===== config.mk =====
export PLATFORM = sky130hd
export DESIGN_NAME = cpu_mem
export DESIGN_NICKNAME = d
export VERILOG_FILES = /design/src/rtl/cpu_mem.sv
export SDC_FILE = /design/constraint.sdc
export NUM_CORES = 1
export LEC_CHECK = 0
export ABC_AREA = 1
export CAP_MARGIN = 0
export CORE_ASPECT_RATIO = 1.25
export CORE_MARGIN = 1
export CORE_UTILIZATION = 58
export DETAILED_ROUTE_END_ITERATION = 12
export HOLD_SLACK_MARGIN = 0.03
export PLACE_DENSITY_LB_ADDON = 0.1
export SYNTH_ARGS = -nofsm -noshare
export SYNTH_HDL_FRONTEND = slang
export SYNTH_SLANG_ARGS = --single-unit

===== constraint.sdc =====
create_clock -name clk -period 5.7 [get_ports clk]
set_input_delay 0.855 -clock clk [delete_from_list [all_inputs] [get_ports clk]]
set_output_delay 0.855 -clock clk [all_outputs]
set_load 0.005 [all_outputs]

===== src/rtl/cpu_mem.sv =====
// cpu_mem: synchronous single-port data memory with a valid/ready request
// port and a registered one-cycle read response. Every word is zeroed after
// reset by a self-clearing sweep. Define MEM_BIST_EN to compile in the
// write-pattern / read-compare self-test engine and its bist_* ports.
module cpu_mem #(
  parameter int DATA_WIDTH = 8,
  parameter int ADDR_WIDTH = 5
) (
  input  logic                  clk,
  input  logic                  rst,
  input  logic                  req_valid,
  output logic                  req_ready,
  input  logic                  req_write,
  input  logic [ADDR_WIDTH-1:0] req_addr,
  input  logic [DATA_WIDTH-1:0] req_wdata,
  output logic                  rsp_valid,
  output logic [DATA_WIDTH-1:0] rsp_rdata
`ifdef MEM_BIST_EN
  ,
  input  logic                  bist_start,
  output logic                  bist_done,
  output logic                  bist_fail
`endif
);

  localparam int DEPTH = 2 ** ADDR_WIDTH;
  // Pointer is one bit wider than the address so BIST_RD can spend one
  // extra cycle folding the last registered compare into bist_fail.
  localparam logic [ADDR_WIDTH:0] LAST = (ADDR_WIDTH+1)'(DEPTH - 1);
  localparam logic [ADDR_WIDTH:0] PAST = (ADDR_WIDTH+1)'(DEPTH);

  typedef enum logic [1:0] {CLEAR, IDLE, BIST_WR, BIST_RD} state_t;

  state_t                  state;
  logic [ADDR_WIDTH:0]     ptr;
  logic [DATA_WIDTH-1:0]   mem [DEPTH];

  logic                    we;
  logic [ADDR_WIDTH-1:0]   waddr;
  logic [DATA_WIDTH-1:0]   wdata;
  logic                    bist_go;

`ifdef MEM_BIST_EN
  logic                    mis;

  // Test pattern: low DATA_WIDTH bits of the inverted zero-extended address.
  function automatic logic [DATA_WIDTH-1:0] pat(input logic [ADDR_WIDTH-1:0] a);
    logic [63:0] t;
    t = ~64'(a);
    return t[DATA_WIDTH-1:0];
  endfunction

  assign bist_go = bist_start;
`else
  assign bist_go = 1'b0;
`endif

  // Single write port mux: clear sweep, host write, or BIST pattern fill.
  always_comb begin
    we    = 1'b0;
    waddr = ptr[ADDR_WIDTH-1:0];
    wdata = '0;
    case (state)
      CLEAR: we = 1'b1;
      IDLE: begin
        // A concurrent bist_start wins; the request is not accepted.
        if (req_valid && req_ready && req_write && !bist_go) begin
          we    = 1'b1;
          waddr = req_addr;
          wdata = req_wdata;
        end
      end
`ifdef MEM_BIST_EN
      BIST_WR: begin
        we    = 1'b1;
        wdata = pat(ptr[ADDR_WIDTH-1:0]);
      end
`endif
      default: ;
    endcase
  end

  // Storage array: written on the clock only, never reset.
  always_ff @(posedge clk) begin
    if (we) mem[waddr] <= wdata;
  end

  // Control FSM with registered ready/response/BIST status outputs.
  always_ff @(posedge clk or posedge rst) begin
    if (rst) begin
      state     <= CLEAR;
      ptr       <= '0;
      req_ready <= 1'b0;
      rsp_valid <= 1'b0;
      rsp_rdata <= '0;
`ifdef MEM_BIST_EN
      bist_done <= 1'b0;
      bist_fail <= 1'b0;
      mis       <= 1'b0;
`endif
    end else begin
      rsp_valid <= 1'b0;
      case (state)
        CLEAR: begin
          if (ptr == LAST) begin
            ptr       <= '0;
            state     <= IDLE;
            req_ready <= 1'b1;
          end else begin
            ptr <= ptr + 1'b1;
          end
        end
        IDLE: begin
          if (bist_go) begin
`ifdef MEM_BIST_EN
            bist_done <= 1'b0;
            bist_fail <= 1'b0;
            mis       <= 1'b0;
            ptr       <= '0;
            state     <= BIST_WR;
            req_ready <= 1'b0;
`endif
          end else if (req_valid && req_ready && !req_write) begin
            rsp_valid <= 1'b1;
            rsp_rdata <= mem[req_addr];
          end
        end
`ifdef MEM_BIST_EN
        BIST_WR: begin
          if (ptr == LAST) begin
            ptr   <= '0;
            state <= BIST_RD;
          end else begin
            ptr <= ptr + 1'b1;
          end
        end
        BIST_RD: begin
          // Compare is registered in mis and folded in one cycle later.
          bist_fail <= bist_fail | mis;
          if (ptr == PAST) begin
            bist_done <= 1'b1;
            ptr       <= '0;
            state     <= IDLE;
            req_ready <= 1'b1;
          end else begin
            mis <= (mem[ptr[ADDR_WIDTH-1:0]] != pat(ptr[ADDR_WIDTH-1:0]));
            ptr <= ptr + 1'b1;
          end
        end
`endif
        default: begin
          state     <= CLEAR;
          ptr       <= '0;
          req_ready <= 1'b0;
        end
      endcase
    end
  end

endmodule


==> qor.csv <==
metric,value,unit
Vias per Instance,5.84,
# placed instances,1212,
maximum frequency from static timing analysis,303,MHz
peak ir drop on the vdd network,267,uV
width of the chip,127,um
number of buffers and inverters on the critical path,2,
core area,0.0189,sq mm
worst reg-to-reg setup slack,2.99,ns
Worst setup endpoint,mem[9][5],
delay of the slowest cell on the worst path,0.67,ns
TritonCTS buffer count,26,
Routed Antenna Nets,0,
area of the multi-input gates,0.00281,sq mm
Longest Clk Path Bufs,3,
peak fanout along the critical path,58,
Seq cells post-synth,272,
Max-cap violations,0,
Unique masters post-synth,23,
slowest CP cell,sky130_fd_sc_hd__clkinv_2,
clock-pin slew on the worst setup and hold paths,0.06,ns
"Slew Viols, Final",0,
first-pass GRT wire length,39300,um
time the final worst path needs with I/O delays and setup,3.30,ns
drt first-iter violations,778,
FF-to-FF Start,state[0],
number of logic stages on the critical path including buffering,5,
total overflow reported by the global router,0,
part of the Yosys area used for sequential elements,71.9,%
Nets,1026,
netlist area before placement,0.0113,sq mm
I/O Pins,27,
overall routing resource usage,26.9,%
cell area after placement,0.0116,sq mm
average size of a mapped cell,11.3,sq um
signed area change from the synthesized netlist to the final layout,10.5,%
amount of wire on met3 after detailed routing,1690,um
number of warning messages in the yosys log,0,
PostCTS Resize Cnt,0,
residual DRC count,0,
unrepaired setup endpoints after global routing,no,
final core occ,65.7,%
final count of negative-setup-slack endpoints,0,
via count of the first global-routing pass,6949,
routed wire length per instance,20.7,um
final wirelength,26000,um
kind of cell with the highest combined delay on the critical path,buffers and inverters,
count of clock tree sinks,272,
synthesized instance count,995,
Initial Utilization,59.5,%
Setup TNS,0,ns
capturing element type of the critical path,flop,
standby leakage power,4.85,nW
clk_lat worst skew,0.53,ns
R2R depth,6,
top layer in use,met4,
Worst Path Arrival,3.46,ns
fillers,1432,
Row Count,56,
status,"finished, final reports clean",
power density normalized to cell area,328,mW/mm^2
endpoints failing hold,0,
Routed met2 length,12900,um
Die Outline Area,0.0200,sq mm
worst clock skew on the final layout,0.0181,ns
worst hold path class,flop to flop,
final instance area,0.0124,sq mm
required time at the worst-slack endpoint,5.86,ns
"Hold-fix buffers, CTS",0,
timing startpoint of the critical path,req_addr[0],
H-Tree Level Count,1,
number of standard cells in the final layout excluding fillers,1258,
total area of sequential cells,0.00809,sq mm
Critical R2R Capture,mem[6][4],
final RePlAce weighted congestion,0.844,
cells along the critical path,buf_4 > clkinv_2 > o21ai_2 > nand3_2 > nor2_1,
initial antenna violation count,0,
Overall Power,4.08,mW
via count,7345,
post-detailed-placement half-perimeter wirelength,15100,um
critical setup path kind,input port to flop,
number of diodes,0,
relative max-transition margin,18.8,%
cell at the root of the clock tree,sky130_fd_sc_hd__clkbuf_16,
CTS tree,yes,
net count after synthesis,1013,
drt pass-1 iters,6,
largest net degree at the start of global routing,87,
height of the die,158,um
Final Cycle Share,57.9,%
layout cells sized above 1,6.53,%
slew at the pin closest to its max-slew limit,1.22,ns
routed length on met1,10500,um
post-CTS setup repair buffer count,0,
number of buffers added on ports,26,
kind of launch point of the worst setup path,input port,
[layout by cell type, fill, tap and decap left out, drive strengths merged]
master and n:
bufinv 2, nand2 355, xor2 2, dfrtp 16, o21ai 7, nand3 223, edfxtp 256, nand4 2
clkbuf 35, nor2 50, ha 1, clkdlybuf4s50 24, clkinv 10, a21oi 2, buf 14, inv 26
nor3b 1
[layer usage]
layer  up-vias  track usage [%]
met5         -                0
met4         0             11.6
met3        63             3.51
met2       287             45.4
met1      3533             35.5
li1       3462                -
[registers in the layout, indices dropped and copies added, names as in the netlist]
| register | cells |
|---|---|
| ptr | 6 |
| rsp_rdata | 8 |
| rsp_valid | 1 |
| state | 1 |
| mem | 256 |
[cell type report]
| cell class | count | area share [%] |
|---|---|---|
| clock buffers | 35 | 5.67 |
| clock inverters | 11 | 0.795 |
| inverters | 27 | 0.825 |
| multi-input cells | 643 | 22.6 |
| flip-flops and latches | 272 | 65.0 |
| well taps | 232 | 2.33 |
| repair buffers | 38 | 2.76 |
[logic make-up (layout without fill, tap and decap cells)]
family,after synthesis,count (layout),synth area share [%]
and+or+nand+nor,631,631,24.0
DFF,272,272,71.9
buffers and inverters,80,111,3.35
AOI/OAI and AO/OA,9,9,0.567
xor gates and xnor gates,2,2,0.156
adders and majority gates,1,1,0.111
[where the power goes]
group,switching [mW],leakage (nW),internal [mW]
sequential,0.00433,3.01,2.19
combinational,0.170,1.46,0.0707
clock,0.699,0.387,0.952
total,0.873,4.85,3.21
[worst register-to-register path, cell delays in order, from the launching register on]
cell	delay (ns)
sky130_fd_sc_hd__dfrtp_1	0.49
sky130_fd_sc_hd__nand3_4	0.34
sky130_fd_sc_hd__nand2_1	0.29
sky130_fd_sc_hd__o21ai_2	0.12
sky130_fd_sc_hd__inv_1	0.13
sky130_fd_sc_hd__nand3_2	0.29
sky130_fd_sc_hd__nor2_1	0.68
[Yosys cell counts (all sizes together)]
cell / instances / area share, %
xor2: 2 / 0.16
nand3: 223 / 10
a21oi: 2 / 0.089
nand2: 355 / 12
edfxtp: 256 / 68
o21ai: 7 / 0.48
ha: 1 / 0.11
nor2: 50 / 1.7
buf: 41 / 2.0
nand4: 2 / 0.11
dfrtp: 16 / 3.6
inv: 27 / 0.90
nor3b: 1 / 0.067
clkbuf: 12 / 0.40
[through the flow]
step           setup WS (ns)  hold slack, ns
5_1_grt                 2.20           0.508
6_report                2.40           0.480
4_1_cts                 2.39           0.481
2_1_floorplan           3.41           0.473
3_5_place_dp            1.84           0.465
3_3_place_gp            1.91           0.465
[how the worst min path moves through the flow]
| stage | startpoint | endpoint | cells past startpoint |
|---|---|---|---|
| after global placement | rsp_rdata[5] | rsp_rdata[5] | 2 |
| after floorplan | rsp_rdata[0] | rsp_rdata[0] | 2 |
| after detailed placement | rsp_rdata[6] | rsp_rdata[6] | 2 |
| after CTS | rsp_rdata[6] | rsp_rdata[6] | 2 |
| final | rsp_rdata[6] | rsp_rdata[6] | 2 |
| after global routing | rsp_rdata[6] | rsp_rdata[6] | 2 |
Note: power is estimated with default switching activity, not from simulation.
